[src/rtl/muldiv_unit.sv]
// rtl/muldiv_unit.sv - iterative radix-2 multiply/divide unit producing a {hi, lo} result
// Multiply support is compiled in only when MULDIV_MUL_EN is defined.
module muldiv_unit #(
  parameter int WIDTH = 32
) (
  input  logic               clk,
  input  logic               rst,
  input  logic               start_i,
  input  logic [1:0]         op_i,
  input  logic               annul_i,
  input  logic [WIDTH-1:0]   opdata1_i,
  input  logic [WIDTH-1:0]   opdata2_i,
  output logic [2*WIDTH-1:0] result_o,
  output logic               ready_o,
  output logic               busy_o,
  output logic               err_o
);
  localparam int CW = $clog2(WIDTH + 1);

  typedef enum logic [1:0] {IDLE, CALC, SIGN, DONE} state_e;

  state_e             state_q, state_d;
  logic [CW-1:0]      cnt_q, cnt_d;
  logic [WIDTH-1:0]   hi_q, hi_d, lo_q, lo_d, opb_q, opb_d;
  logic               sign1_q, sign1_d, sign2_q, sign2_d;
  logic [1:0]         op_q, op_d;
  logic [2*WIDTH-1:0] result_q, result_d;
  logic               err_q, err_d;

  logic [WIDTH-1:0]   mag1, mag2;
  logic [WIDTH:0]     trial;
  logic [WIDTH-1:0]   quo_s, rem_s;
  logic [2*WIDTH-1:0] mul_res;
`ifdef MULDIV_MUL_EN
  logic [WIDTH:0]     mac;
`endif

  assign mag1 = (op_i[0] && opdata1_i[WIDTH-1]) ? -opdata1_i : opdata1_i;
  assign mag2 = (op_i[0] && opdata2_i[WIDTH-1]) ? -opdata2_i : opdata2_i;

  // Divide: hi holds the partial remainder, lo shifts the dividend out and the quotient in.
  assign trial = {hi_q, lo_q[WIDTH-1]} - {1'b0, opb_q};

  assign quo_s = (op_q[0] && (sign1_q ^ sign2_q)) ? -lo_q : lo_q;
  assign rem_s = (op_q[0] && sign1_q) ? -hi_q : hi_q;

`ifdef MULDIV_MUL_EN
  // Multiply: lo holds the multiplier, consumed LSB first while the product fills {hi, lo}.
  assign mac     = {1'b0, hi_q} + (lo_q[0] ? {1'b0, opb_q} : {(WIDTH+1){1'b0}});
  assign mul_res = (op_q[0] && (sign1_q ^ sign2_q)) ? -{hi_q, lo_q} : {hi_q, lo_q};
`else
  assign mul_res = '0;
`endif

  always_comb begin
    state_d  = state_q;
    cnt_d    = cnt_q;
    hi_d     = hi_q;
    lo_d     = lo_q;
    opb_d    = opb_q;
    sign1_d  = sign1_q;
    sign2_d  = sign2_q;
    op_d     = op_q;
    result_d = result_q;
    err_d    = err_q;
    case (state_q)
      IDLE: begin
        if (start_i && !annul_i) begin
          op_d    = op_i;
          sign1_d = op_i[0] & opdata1_i[WIDTH-1];
          sign2_d = op_i[0] & opdata2_i[WIDTH-1];
          err_d   = 1'b0;
          if (op_i[1] && (opdata2_i == '0)) begin
            state_d  = DONE;
            result_d = {opdata1_i, {WIDTH{1'b1}}};
            err_d    = 1'b1;
          end
`ifndef MULDIV_MUL_EN
          else if (!op_i[1]) begin
            state_d  = DONE;
            result_d = '0;
            err_d    = 1'b1;
          end
`endif
          else begin
            state_d = CALC;
            cnt_d   = CW'(WIDTH);
            hi_d    = '0;
            lo_d    = op_i[1] ? mag1 : mag2;
            opb_d   = op_i[1] ? mag2 : mag1;
          end
        end
      end
      CALC: begin
        if (annul_i) begin
          state_d = IDLE;
        end else begin
          cnt_d = cnt_q - CW'(1);
          if (cnt_q == CW'(1)) state_d = SIGN;
`ifdef MULDIV_MUL_EN
          if (!op_q[1]) begin
            hi_d = mac[WIDTH:1];
            lo_d = {mac[0], lo_q[WIDTH-1:1]};
          end else
`endif
          begin
            if (!trial[WIDTH]) begin
              hi_d = trial[WIDTH-1:0];
              lo_d = {lo_q[WIDTH-2:0], 1'b1};
            end else begin
              hi_d = {hi_q[WIDTH-2:0], lo_q[WIDTH-1]};
              lo_d = {lo_q[WIDTH-2:0], 1'b0};
            end
          end
        end
      end
      SIGN: begin
        if (annul_i) begin
          state_d = IDLE;
        end else begin
          state_d  = DONE;
          result_d = op_q[1] ? {rem_s, quo_s} : mul_res;
          err_d    = 1'b0;
        end
      end
      default: state_d = IDLE;
    endcase
  end

  always_ff @(posedge clk or negedge rst) begin
    if (!rst) begin
      state_q  <= IDLE;
      cnt_q    <= '0;
      hi_q     <= '0;
      lo_q     <= '0;
      opb_q    <= '0;
      sign1_q  <= 1'b0;
      sign2_q  <= 1'b0;
      op_q     <= '0;
      result_q <= '0;
      err_q    <= 1'b0;
    end else begin
      state_q  <= state_d;
      cnt_q    <= cnt_d;
      hi_q     <= hi_d;
      lo_q     <= lo_d;
      opb_q    <= opb_d;
      sign1_q  <= sign1_d;
      sign2_q  <= sign2_d;
      op_q     <= op_d;
      result_q <= result_d;
      err_q    <= err_d;
    end
  end

  assign result_o = result_q;
  assign ready_o  = (state_q == DONE);
  assign busy_o   = (state_q != IDLE);
  assign err_o    = err_q;
endmodule

[config.mk]
export PLATFORM = sky130hd
export DESIGN_NAME = muldiv_unit
export DESIGN_NICKNAME = d
export VERILOG_FILES = /design/src/rtl/muldiv_unit.sv
export SDC_FILE = /design/constraint.sdc
export NUM_CORES = 1
export LEC_CHECK = 0
export CORE_MARGIN = 4
export CORE_UTILIZATION = 62
export DETAILED_ROUTE_END_ITERATION = 7
export PLACE_DENSITY_LB_ADDON = 0.25
export SKIP_CTS_REPAIR_TIMING = 1
export SLEW_MARGIN = 5
export SYNTH_ARGS = -nofsm -noshare
export SYNTH_HDL_FRONTEND = slang
export SYNTH_SLANG_ARGS = --single-unit
[constraint.sdc]
create_clock -name clk -period 9 [get_ports clk]
set_input_delay 1.8 -clock clk [delete_from_list [all_inputs] [get_ports clk]]
set_output_delay 1.8 -clock clk [all_outputs]
set_load 0.05 [all_outputs]
==> results.sh, run 1 <==
export IMPL_grt_first_pass_wirelength_um=48000
export IMPL_antenna_cells=0
export IMPL_synth_nets=1551
export IMPL_hp_class="reg -> reg"
export IMPL_cts_made_buffers=17
export IMPL_synth_top_area_cell="dfrtp_1"
export IMPL_hpwl_um=20900
export IMPL_critPathCaptureType="register"
export IMPL_p_leak_nw=5.88
export IMPL_num_vias=10600
export IMPL_yosysSeqAreaShare=0.370
export IMPL_cts_max_level=4
export IMPL_switching_share=0.424
export IMPL_min_period_ns=5.42
export IMPL_crit_chain="clkdlybuf4s50_1 -> inv_1 -> ha_1 -> or3b_2 -> nor4_4 -> and3b_4 -> nand2_4 -> o31ai_4 -> a22o_2 -> buf_4 -> nor2_4 -> mux2_2"
export IMPL_rsz0062_at_grt="no"
export IMPL_r2r_start="lo_q[31]"
export IMPL_drive_gt1_frac=0.0373
export IMPL_cts_root_buf="clkbuf_16"
export IMPL_num_rows=49
export IMPL_die_h_um=145
export IMPL_ir_worst_vdd_v=0.000149
export IMPL_synth_edff_count=0
export IMPL_clkPwrFrac=0.215
export IMPL_power_density_mw_per_mm2=265
export IMPL_grt_pass1_vias=9880
export IMPL_worstPathRequired_ns=9.32
export IMPL_place_congestion=0.932
export IMPL_drtIter0Drc=912
export IMPL_crit_family="simple AND/OR/NAND/NOR gates"
export IMPL_reg2reg_depth=13
export IMPL_critPathLaunchType="primary input"
export IMPL_avgSynthCellArea_um2=8.11
export IMPL_ios=137
export IMPL_core_mm2=0.0183
export IMPL_start_util=0.640
export IMPL_vias_per_cell=6.03
export IMPL_worstSetupEndpoint="opb_q[0]"
export IMPL_cts_tree="built"
export IMPL_maxSlewViolCount=0
export IMPL_skew_ns=0.00810
export IMPL_max_freq_mhz=184
export IMPL_setup_slack_ns=3.58
export IMPL_total_power_mw=3.62
export IMPL_die_w_um=145
export IMPL_ys_ff_latch=173
export IMPL_grt_overflow=0
export IMPL_hold_viol_final=0
export IMPL_worst_setup_path_type="in -> reg"
export IMPL_timing_max_cap_violations=0
export IMPL_setup_viol=0
export IMPL_dieArea_mm2=0.0211
export IMPL_arrival_ns=5.74
export IMPL_grt_max_degree=99
export IMPL_place_ws_ns=3.16
export IMPL_cp_max_fo=97
export IMPL_yosys_warnings=0
export IMPL_startpoint="opdata2_i[0]"
export IMPL_cp_depth=12
export IMPL_fin_nets=1627
export IMPL_power_frac_seq=0.326
export IMPL_cts_reportedPaths_clkPinSlew_ns=0.06
export IMPL_clock_latency_ns=0.43
export IMPL_synth_cells=1442
export IMPL_async_reset_ff_frac=1.00
export IMPL_drcViolationCount=0
export IMPL_p_sw_mw=1.54
export IMPL_cp_slowest_stage_delay_ns=0.68
export IMPL_io_buffers=136
export IMPL_wire_per_inst_um=16.5
export IMPL_synth_top_area_frac=0.370
export IMPL_wl_um=28900
export IMPL_worst_path_buf_inv=3
export IMPL_antenna_found_initial=0
export IMPL_internal_power_mw=2.08
export IMPL_reg2reg_slack_ns=5.03
export IMPL_worst_pin_slew_ns=1.02
export IMPL_synth_top_flop_cell="dfrtp_1"
export IMPL_netlist_area_mm2=0.0117
export IMPL_pwr_share_comb=0.459
export IMPL_finalSetupTns_ns=0
export IMPL_track_usage=0.271
export IMPL_synth_area_leaders="dfrtp_1, o21ai_0, xor2_1"
export IMPL_first_pass_iters=5
export IMPL_cts_buffer_depth=2
export IMPL_area_growth_pct=16.9
export IMPL_r2r_end="hi_q[0]"
export IMPL_finalCritPeriodShare=0.603
export IMPL_ant_nets=0
export IMPL_slew_headroom=0.319
export IMPL_outcome="complete, no violations"
export IMPL_cts_num_sinks=173
export IMPL_ys_types=66
export IMPL_slowest_stage="buf_4"
==> how the worst min path moves through the flow <==
stage | to | start | depth (start not counted)
after floorplan | sign2_q | sign2_q | 2
after global placement | result_o[11] | result_o[11] | 2
after detailed placement | result_o[33] | result_o[33] | 2
after CTS | result_o[33] | result_o[33] | 2
after global routing | result_o[33] | result_o[33] | 2
final | result_o[23] | result_o[23] | 2
==> final cells by class <==
| class | instances | area, um^2 |
|---|---|---|
| Clock buffer | 22 | 474 |
| Clock inverter | 7 | 138 |
| Fill cell | 1342 | 4590 |
| Inverter | 60 | 225 |
| Multi-Input combinational cell | 1121 | 6800 |
| Sequential cell | 173 | 4330 |
| Tap cell | 229 | 287 |
| Timing Repair Buffer | 145 | 1430 |
==> registers in the layout, indices dropped and copies added (netlist names) <==
signal,flops
op_q,2
err_o,1
sign2_q,1
hi_q,32
opb_q,32
sign1_q,1
result_o,64
cnt_q,6
lo_q,32
state_q,2
==> stage by stage <==
step,utilization,hold slack [ns],cell area (um^2),std cells
after floorplan,-,0.469,11700,1442
after global routing,0.749,0.506,13700,1757
after CTS,0.749,0.483,13700,1757
final,0.749,0.475,13700,1757
after global placement,0.715,0.460,13100,1728
after detailed placement,0.715,0.469,13100,1728
==> power by group through the flow <==
stage / clock (mW) / combinational (mW) / sequential [mW]
floorplan: 0 / 1.14 / 1.26
global placement: 0 / 1.58 / 1.18
detailed placement: 0 / 1.63 / 1.19
CTS: 0.784 / 1.65 / 1.18
global route: 0.818 / 1.84 / 1.21
finish: 0.778 / 1.66 / 1.18
==> cells in the mapped netlist (all sizes together) (4+ instances only) <==
master  count
and2       10
o311ai     23
buf        20
a21oi     130
a21o       15
and3        9
nor2      106
o21ai     186
a211oi      5
a31oi      15
nand3      29
nor3       27
clkbuf     68
nand2     203
xor2       87
nand2b     13
o31ai      14
or4         8
ha         38
nor4       19
inv        60
mux2i       8
a22oi      34
o21bai      6
o41ai       7
o211ai      8
xnor2      58
o21a        5
nand4       4
or3        13
dfrtp     173
==> kinds of logic (layout without fill, tap and decap cells) <==
| group | Yosys count | count (layout) | share of synthesized area |
|---|---|---|---|
| fa+ha+maj | 39 | 39 | 0.0423 |
| compound gates | 471 | 471 | 0.240 |
| xor+xnor | 145 | 145 | 0.109 |
| flops | 173 | 173 | 0.370 |
| mux | 11 | 11 | 0.00973 |
| buf+inv | 148 | 234 | 0.0517 |
| simple gates | 455 | 455 | 0.178 |
==> cells in the final DEF (no fill, tap or decap), types with 27 or more instances in the layout <==
master	instances
xnor2_1	58
nor3_1	27
nand3_1	29
dfrtp_1	173
ha_1	38
clkdlybuf4s50_1	135
nand2_1	202
a21oi_1	130
xor2_1	87
a22oi_1	34
nor2_1	105
o21ai_0	163
inv_1	60
==> layer usage <==
layer	up-vias	wire, um	track usage
met5	-	0	0
met4	0	514	0.0783
met3	39	1580	0.0383
met2	343	14200	0.473
met1	4954	12600	0.354
li1	5252	-	-
==> worst reg2reg max path, stage by stage, from the launching register on <==
cell	delay, ns
dfrtp_1	0.41
inv_1	0.16
ha_1	0.28
fa_1	0.41
nand2b_1	0.18
a21o_1	0.19
a211oi_1	0.41
o2111ai_1	0.28
a21boi_1	0.31
o211ai_1	0.16
o211ai_1	0.28
buf_4	0.46
nand3_1	0.19
o311ai_0	0.12
Power figures use the tool's default switching activity.
==> inputs of run 2 (changes only) <==
--- a/config.mk
+++ b/config.mk
@@ -6,7 +6,7 @@
 export NUM_CORES = 1
 export LEC_CHECK = 0
 export CORE_MARGIN = 4
-export CORE_UTILIZATION = 62
+export CORE_UTILIZATION = 57
 export DETAILED_ROUTE_END_ITERATION = 7
 export PLACE_DENSITY_LB_ADDON = 0.25
 export SKIP_CTS_REPAIR_TIMING = 1
==> constraint.sdc (replaced) <==
create_clock -name clk -period 5.1 [get_ports clk]
set_input_delay 1.02 -clock clk [delete_from_list [all_inputs] [get_ports clk]]
set_output_delay 1.02 -clock clk [all_outputs]
set_load 0.05 [all_outputs]
==> results.sh, run 2 (synthesis gave the netlist of run 1 again) <==
export IMPL_outcome="complete, no violations"
export IMPL_critPathCaptureType="register"
export IMPL_max_freq_mhz=235
export IMPL_startpoint="opdata2_i[0]"
export IMPL_drcViolationCount=0
export IMPL_core_mm2=0.0202
export IMPL_cts_reportedPaths_clkPinSlew_ns=0.06
export IMPL_clock_latency_ns=0.43
export IMPL_fin_nets=1630
export IMPL_power_density_mw_per_mm2=467
export IMPL_antenna_cells=0
export IMPL_vias_per_cell=5.84
export IMPL_worst_setup_path_type="in -> reg"
export IMPL_skew_ns=0.00884
export IMPL_layout_commonest_cell="nand2_1"
export IMPL_die_w_um=151
export IMPL_cts_made_buffers=17
export IMPL_num_rows=52
export IMPL_cp_max_fo=128
export IMPL_antenna_found_initial=0
export IMPL_drtIter0Drc=809
export IMPL_drive_gt1_frac=0.0404
export IMPL_place_congestion=0.889
export IMPL_seq_area_mm2=0.00433
export IMPL_arrival_ns=4.51
export IMPL_setup_viol=0
export IMPL_finalSetupTns_ns=0
export IMPL_slew_headroom=0.269
export IMPL_area_growth_pct=18.0
export IMPL_p_leak_nw=5.90
export IMPL_first_pass_iters=7
export IMPL_crit_chain="clkdlybuf4s50_1 -> inv_1 -> ha_1 -> or3b_2 -> nor4_4 -> and3b_4 -> nand2_4 -> o31ai_4 -> nand2_1 -> a211o_4 -> nand2_1 -> o21ai_1"
export IMPL_cts_buffer_depth=2
export IMPL_slowest_stage="a211o_4"
export IMPL_final_cell_mix="nand2_1, dfrtp_1, o21ai_0"
export IMPL_hold_path_startpoint="result_o[22]"
export IMPL_worst_pin_slew_ns=1.10
export IMPL_wl_um=28900
export IMPL_grt_overflow=0
export IMPL_hold_viol_final=0
export IMPL_fill_cells=1653
export IMPL_cts_num_sinks=173
export IMPL_grt_first_pass_wirelength_um=48000
export IMPL_largest_reg_flops=64
export IMPL_grt_pass1_vias=9750
export IMPL_wire_per_inst_um=16.0
export IMPL_maxSlewViolCount=0
export IMPL_ios=137
export IMPL_track_usage=0.257
export IMPL_multiInputGateArea_mm2=0.00680
export IMPL_dp_cells=1772
export IMPL_ant_nets=0
export IMPL_worstPathRequired_ns=5.36
export IMPL_wl_met1_um=13000
export IMPL_top_layer="met4"
export IMPL_num_vias=10500
export IMPL_cp_slowest_stage_delay_ns=0.67
export IMPL_cts_root_buf="clkbuf_16"
export IMPL_grt_max_degree=129
export IMPL_min_period_ns=4.25
export IMPL_r2r_start="lo_q[31]"
export IMPL_path_common_cell="nand2_1"
export IMPL_finalCritPeriodShare=0.833
export IMPL_cts_max_level=4
export IMPL_critPathLaunchType="primary input"
export IMPL_met3WireLength_um=1570
export IMPL_timing_max_cap_violations=0
export IMPL_io_buffers=136
export IMPL_dr_wl_met2_um=13800
export IMPL_ir_worst_vdd_v=0.000215
export IMPL_start_util=0.578
export IMPL_rsz0062_at_grt="no"
export IMPL_cts_tree="built"
export IMPL_hp_class="reg -> reg"
export IMPL_fin_cells=1803
export IMPL_hpwl_um=21100
export IMPL_dieArea_mm2=0.0229
export IMPL_die_h_um=151
## run 2: cell count changes in the layout (fill, tap and decap cells not counted), sizes merged
cell / change
bufinv: +1
clkinvlp: +4
buf: +3
clkinv: -2
clkbuf: -1
## run 2: path summary, 6_finish.rpt
check / endpoint / slack (ns) / cells after the start
worst max-delay path: result_o[47] / 0.85 / 12
worst min-delay path: result_o[22] / 0.48 / 2
worst max register to register: hi_q[10] / 1.11 / 13
worst min register to register: result_o[22] / 0.48 / 2
max in group asynchronous: hi_q[25] / 3.38 / 2
min in group asynchronous: result_o[4] / 0.70 / 1
## run 2: area by class of cell
type | instances | share of cell area
clock buffer | 21 | 0.0334
clock inverter | 10 | 0.0136
inverter | 60 | 0.0163
multi-input combinational | 1121 | 0.492
sequential | 173 | 0.314
tap | 270 | 0.0245
timing repair buffer | 148 | 0.106
## run 2: metrics by stage
step | hold slack [ns] | power [mW] | util | worst slack (ns) | instance area, um^2
after floorplan | 0.469 | 4.23 | - | 1.45 | 11700
after global placement | 0.461 | 4.89 | 0.650 | 0.581 | 13200
after detailed placement | 0.470 | 4.99 | 0.650 | 0.433 | 13200
after CTS | 0.484 | 6.44 | 0.682 | 0.880 | 13800
after global routing | 0.496 | 6.93 | 0.682 | 0.646 | 13800
final | 0.479 | 6.44 | 0.682 | 0.851 | 13800
## run 2: power by group
| part | leakage (nW) | total [mW] | internal, mW | switching (mW) |
|---|---|---|---|---|
| Clock | 0.298 | 1.43 | 0.893 | 0.538 |
| Combinational | 3.32 | 2.93 | 1.10 | 1.83 |
| Sequential | 2.29 | 2.08 | 1.73 | 0.348 |
| Total | 5.90 | 6.44 | 3.73 | 2.71 |
## run 2: per-layer routing
layer / GRT usage / vias to the layer above
li1: - / 5264
met1: 0.352 / 4865
met3: 0.0311 / 49
met2: 0.429 / 345
met4: 0.0789 / 0
met5: 0 / -
## run 2: critical path, delay by kind of cell
family / cells / cell delay, ns
AND/OR/NAND/NOR: 6 / 1.64
buffers and inverters: 2 / 0.52
AO/OA/AOI/OAI: 3 / 1.05
adder cells (fa/ha/maj): 1 / 0.18
